[src/rtl/line_gfx_pkg.sv]
// Shared types and screen constants for the line-drawing front end.
// Holds the queued command format, the issue FSM states and the clamp helpers.
package line_gfx_pkg;

  localparam int unsigned SCREEN_W = 640;
  localparam int unsigned SCREEN_H = 480;

  typedef struct packed {
    logic       clear;
    logic [9:0] x0;
    logic [8:0] y0;
    logic [9:0] x1;
    logic [8:0] y1;
  } line_cmd_t;

  typedef enum logic [1:0] {
    IDLE,
    ISSUE,
    WAIT
  } q_state_t;

  function automatic logic [9:0] clamp_x(input logic [9:0] x, input logic [9:0] max_x);
    return (x > max_x) ? max_x : x;
  endfunction

  function automatic logic [8:0] clamp_y(input logic [8:0] y, input logic [8:0] max_y);
    return (y > max_y) ? max_y : y;
  endfunction

endpackage

[src/rtl/line_cmd_fifo.sv]
// Synchronous FIFO of line_cmd_t entries; DEPTH must be a power of two >= 2.
// Pushes on full and pops on empty are ignored; full/empty come from the count.
module line_cmd_fifo
  import line_gfx_pkg::*;
#(
  parameter int unsigned DEPTH = 8,
  localparam int unsigned AW = $clog2(DEPTH)
) (
  input  logic      clk,
  input  logic      reset,
  input  logic      push,
  input  line_cmd_t wdata,
  input  logic      pop,
  output line_cmd_t rdata,
  output logic      full,
  output logic      empty,
  output logic [AW:0] count
);

  line_cmd_t       mem [DEPTH];
  logic [AW-1:0]   wptr_q, wptr_d;
  logic [AW-1:0]   rptr_q, rptr_d;
  logic [AW:0]     count_q, count_d;
  logic            push_en;
  logic            pop_en;

  assign full    = (count_q == (AW+1)'(DEPTH));
  assign empty   = (count_q == '0);
  assign count   = count_q;
  assign push_en = push && !full;
  assign pop_en  = pop && !empty;
  assign rdata   = mem[rptr_q];

  // Pointers wrap naturally because DEPTH is a power of two.
  always_comb begin
    wptr_d  = wptr_q;
    rptr_d  = rptr_q;
    count_d = count_q;
    if (push_en) wptr_d = wptr_q + 1'b1;
    if (pop_en)  rptr_d = rptr_q + 1'b1;
    unique case ({push_en, pop_en})
      2'b10:   count_d = count_q + 1'b1;
      2'b01:   count_d = count_q - 1'b1;
      default: count_d = count_q;
    endcase
  end

  always_ff @(posedge clk or negedge reset) begin
    if (!reset) begin
      wptr_q  <= '0;
      rptr_q  <= '0;
      count_q <= '0;
    end else begin
      wptr_q  <= wptr_d;
      rptr_q  <= rptr_d;
      count_q <= count_d;
    end
  end

  always_ff @(posedge clk) begin
    if (push_en) mem[wptr_q] <= wdata;
  end

endmodule

[src/rtl/line_cmd_queue.sv]
// Command queue in front of the line drawer: clamps, buffers and issues one command at a time.
// Define LINE_CMD_QUEUE_TIMEOUT_EN to add the WAIT watchdog and the sticky timeout_err flag.
module line_cmd_queue
  import line_gfx_pkg::*;
#(
  parameter int unsigned DEPTH          = 8,
  parameter int unsigned SCREEN_W       = line_gfx_pkg::SCREEN_W,
  parameter int unsigned SCREEN_H       = line_gfx_pkg::SCREEN_H,
  parameter int unsigned TIMEOUT_CYCLES = 1048576
) (
  input  logic                   clk,
  input  logic                   reset,
  input  logic                   cmd_valid,
  output logic                   cmd_ready,
  input  logic                   cmd_clear,
  input  logic [9:0]             cmd_x0,
  input  logic [8:0]             cmd_y0,
  input  logic [9:0]             cmd_x1,
  input  logic [8:0]             cmd_y1,
  output logic [9:0]             draw_x0,
  output logic [8:0]             draw_y0,
  output logic [9:0]             draw_x1,
  output logic [8:0]             draw_y1,
  output logic                   draw_start,
  output logic                   draw_clean,
  input  logic                   draw_done,
  output logic                   busy,
  output logic [$clog2(DEPTH):0] queue_count,
  output logic                   timeout_err
);

  localparam logic [9:0] MaxX = 10'(SCREEN_W - 1);
  localparam logic [8:0] MaxY = 9'(SCREEN_H - 1);

  line_cmd_t in_cmd;
  line_cmd_t head_cmd;
  line_cmd_t cur_q;
  q_state_t  state_q, state_d;
  logic      fifo_full;
  logic      fifo_empty;
  logic      pop;
  logic      timeout_hit;

  // Clear commands carry no geometry, so their endpoints are stored as zero.
  always_comb begin
    in_cmd       = '0;
    in_cmd.clear = cmd_clear;
    if (!cmd_clear) begin
      in_cmd.x0 = clamp_x(cmd_x0, MaxX);
      in_cmd.y0 = clamp_y(cmd_y0, MaxY);
      in_cmd.x1 = clamp_x(cmd_x1, MaxX);
      in_cmd.y1 = clamp_y(cmd_y1, MaxY);
    end
  end

  line_cmd_fifo #(
    .DEPTH(DEPTH)
  ) u_fifo (
    .clk  (clk),
    .reset(reset),
    .push (cmd_valid),
    .wdata(in_cmd),
    .pop  (pop),
    .rdata(head_cmd),
    .full (fifo_full),
    .empty(fifo_empty),
    .count(queue_count)
  );

  assign cmd_ready = ~fifo_full;
  assign pop       = (state_q == IDLE) && !fifo_empty;

  always_comb begin
    state_d = state_q;
    unique case (state_q)
      IDLE:    if (pop) state_d = ISSUE;
      ISSUE:   state_d = WAIT;
      WAIT:    if (draw_done || timeout_hit) state_d = IDLE;
      default: state_d = IDLE;
    endcase
  end

  always_ff @(posedge clk or negedge reset) begin
    if (!reset) begin
      state_q <= IDLE;
      cur_q   <= '0;
    end else begin
      state_q <= state_d;
      if (pop) cur_q <= head_cmd;
    end
  end

  // Endpoints stay on the registered head until the next pop.
  assign draw_x0    = cur_q.x0;
  assign draw_y0    = cur_q.y0;
  assign draw_x1    = cur_q.x1;
  assign draw_y1    = cur_q.y1;
  assign draw_start = (state_q == ISSUE) && !cur_q.clear;
  assign draw_clean = (state_q == ISSUE) && cur_q.clear;
  assign busy       = (state_q != IDLE);

`ifdef LINE_CMD_QUEUE_TIMEOUT_EN
  localparam int unsigned TW = $clog2(TIMEOUT_CYCLES) + 1;

  logic [TW-1:0] wait_cnt_q, wait_cnt_d;
  logic          timeout_err_q;

  // Fires on the TIMEOUT_CYCLES-th WAIT edge without draw_done.
  assign timeout_hit = (state_q == WAIT) && !draw_done &&
                       (wait_cnt_q == TW'(TIMEOUT_CYCLES - 1));

  always_comb begin
    wait_cnt_d = wait_cnt_q;
    if (state_q == ISSUE) begin
      wait_cnt_d = '0;
    end else if (state_q == WAIT) begin
      wait_cnt_d = wait_cnt_q + 1'b1;
    end
  end

  always_ff @(posedge clk or negedge reset) begin
    if (!reset) begin
      wait_cnt_q    <= '0;
      timeout_err_q <= 1'b0;
    end else begin
      wait_cnt_q    <= wait_cnt_d;
      timeout_err_q <= timeout_err_q | timeout_hit;
    end
  end

  assign timeout_err = timeout_err_q;
`else
  assign timeout_hit = 1'b0;
  assign timeout_err = 1'b0;
`endif

endmodule

[config.mk]
export PLATFORM = sky130hd
export DESIGN_NAME = line_cmd_queue
export DESIGN_NICKNAME = d
export VERILOG_FILES = /design/src/rtl/line_gfx_pkg.sv /design/src/rtl/line_cmd_fifo.sv /design/src/rtl/line_cmd_queue.sv
export SDC_FILE = /design/constraint.sdc
export NUM_CORES = 1
export LEC_CHECK = 0
export ABC_AREA = 1
export BUFFER_PORTS_ARGS = -buffer_cell sky130_fd_sc_hd__buf_2
export CORE_ASPECT_RATIO = 0.9
export CORE_MARGIN = 8
export CORE_UTILIZATION = 53
export CTS_BUF_LIST = sky130_fd_sc_hd__clkbuf_4 sky130_fd_sc_hd__clkbuf_8
export CTS_CLUSTER_SIZE = 24
export DETAILED_ROUTE_END_ITERATION = 8
export HOLD_SLACK_MARGIN = 0.15
export PLACE_DENSITY = 0.79
export SYNTH_ARGS = -nofsm -noshare
export SYNTH_HDL_FRONTEND = slang
export SYNTH_SLANG_ARGS = --single-unit
export TNS_END_PERCENT = 20
[constraint.sdc]
create_clock -name clk -period 4.05 [get_ports clk]
set_clock_uncertainty 0.2 [all_clocks]
set_input_delay 0.405 -clock clk [delete_from_list [all_inputs] [get_ports clk]]
set_output_delay 0.405 -clock clk [all_outputs]
set_load 0.01 [all_outputs]
==> metrics.txt <==
outcome finished, final reports clean; Via Count 9791; Final setup viols 0; Routability Congestion 0.795; Pins Over Slew Limit 0; FMAX 381 MHz; Fill cells 2159; minimum clock period 2630 ps; Hold WC Path Type in2reg; area share of the largest cell type after synthesis 0.625; measured slew at the worst slew-check pin 1100 ps; largest net degree at the start of global routing 109; most frequent cells in the layout 312 x edfxtp_1, 253 x nor2_1, 150 x nand2_1; synthesized flop and latch total ~360; WS Path Type reg2reg; Unique masters post-synth 27; CTS max path bufs 3; H-tree depth 2; Layout area overhead 13.2%; routed length per instance 18.2 um; final wirelength 32600 um; global-route usage over all layers 0.191; Worst-path clk slew 70 ps; drc violations 0; TritonRoute pass-1 iters 5; Mapped Area ~15000 sq um; TritonCTS buffer count 56; peak supply drop 0.497 mV; leakage 6.59 nW; Die W 193 um; clk_lat worst skew 590 ps; endpoint type of the worst setup path register; Synth Instances 1297; max cap viols 0; vias in the first global route 10000; residual overflow from global routing 0; Setup crit start kind register; RSZ-0062 raised after global routing no; Synth area leaders edfxtp_1 63%, dfrtp_1 8.5%, nor2_1 6.5%, nand3_1 4.0%, nand2_1 3.8%; share of layout cells above drive strength 1 0.151; pwr dens 730 nW/um^2; endpoints failing hold 0; Sinks on Clock Net 363; dominant cell type by area after synthesis edfxtp_1; Core Rows 58; nets around 1400; Die Height 175 um; Placed Cells 1658; critical path arrival just under 3000 ps; mean post-synth cell area roughly 12 sq um; n_diodes 0; hpwl dp 18200 um; Setup TNS 0 ps; # IOs 90; DRT iter0 DRCs 899; initial antenna violation count 0; most common cell after layout, fill and taps aside edfxtp_1; core area 27900 sq um; CP required around 4300 ps; antenna viol nets, final 0; first-pass GRT wire length 52200 um; Slew HR 0.269; CTS tree yes; Mapped Nets 1345; yosys warns 0; Initial Util 0.538; sequential area share after synthesis 0.711; Via density 5.45; Non-Filler Instances 1795; post_cts resized 0; critical path peak fanout 16; die area 33900 sq um; Root Buffer clkbuf_8; Port Buf Inserts between 80 and 90; fin crit share 0.648
==> layout make-up <==
cell class | count | area (sq um) | share of cell area
Multi-Input combinational cell | 738 | 3420 | 0.201
Clock buffer | 75 | 957 | 0.0564
Clock inverter | 28 | 199 | 0.0117
Sequential cell | 363 | 10600 | 0.628
Timing Repair Buffer | 144 | 958 | 0.0565
Inverter | 87 | 330 | 0.0195
Tap cell | 360 | 450 | 0.0266
==> per-stage QoR <==
step	hold WS, ps	area, sq um	utilization	total power, W	worst slack (ps)
3_3_place_gp	258	15500	0.555	0.00917	1510
6_report	155	17000	0.609	0.0124	1420
4_1_cts	156	17000	0.609	0.0125	1410
3_5_place_dp	260	15500	0.555	0.00934	1440
2_1_floorplan	-90.6	15000	-	0.00834	672
5_1_grt	171	17000	0.609	0.0132	1250
==> Yosys cell counts <==
master and instances:
nand4_1 2, a31oi_1 2, nand2_1 150, nand3_1 121, ha_1 5, dfrtp_1 51, buf_1 10, inv_1 82
or2_2 1, o21ai_1 74, conb_1 1, inv_2 4, buf_6 5, xor2_1 3, clkbuf_1 20, buf_2 30
a21oi_1 25, o21ai_0 49, edfxtp_1 312, a31oi_4 1, buf_4 44, o211ai_1 39, nor2_2 1, inv_4 1
xnor2_1 2, nor2_1 261, or2_1 1
==> critical path: stages, from the launching register on <==
cell and delay, ps:
dfrtp_1 380, inv_1 70, nand2_1 110, a31oi_4 550, ha_1 340, nor2_1 60
nor2_1 160, ha_1 170, a21oi_1 50, or2_2 310, a31oi_1 150
==> logic make-up after synthesis <==
group | after synthesis | synth area share
other cells | 1 | 0.000250
buf+inv | 196 | 0.0653
xor+xnor | 5 | 0.00292
simple gates | 537 | 0.145
flops | 363 | 0.711
compound gates | 190 | 0.0712
fa+ha+maj | 5 | 0.00418
==> path summary, 6_finish.rpt <==
check                           slack [ps]  depth (start not counted)  startpoint               end
worst max register to register        1420                         10  state_q[1]   u_fifo.count[2]
worst min-delay path                   160                          3   cmd_y1[3]  u_fifo.mem[2][3]
max in group asynchronous             2570                          3       reset   u_fifo.count[2]
worst max-delay path                  1420                         10  state_q[1]   u_fifo.count[2]
min in group asynchronous              190                          2       reset        draw_y0[7]
worst min register to register         270                          2  draw_x0[5]        draw_x0[5]
==> sequential cells by signal (all words and copies together) (netlist names) <==
| name | count |
|---|---|
| u_fifo.mem | 312 |
| draw_x0 | 10 |
| draw_x1 | 10 |
| draw_y0 | 9 |
| draw_y1 | 9 |
| u_fifo.count | 4 |
| u_fifo.rptr_q | 3 |
| u_fifo.wptr_q | 3 |
| state_q | 2 |
| cur_q | 1 |
==> per-layer routing <==
| metal | share of wire | vias to the layer above | global-route usage |
|---|---|---|---|
| li1 | - | 4616 | - |
| met1 | 0.41 | 4703 | 0.239 |
| met2 | 0.49 | 409 | 0.327 |
| met3 | 0.080 | 63 | 0.0402 |
| met4 | 0.024 | 0 | 0.0705 |
| met5 | 0 | - | 0 |
==> power by group <==
group	leakage, nW	internal (W)	switching, W
Clock	0.618	0.00173	0.00138
Combinational	2.48	0.00128	0.00290
Sequential	3.49	0.00483	0.000251
Total	6.59	0.00784	0.00453
==> what timing repair did <==
item | 4_1_cts | 5_1_grt
hold endpoints to repair | 225 | 0
setup buffers | 0 | 0
hold buffers | 34 | 0
endpoints found under the setup margin | 0 | 0
No activity file was read; power rests on OpenSTA's default activity.
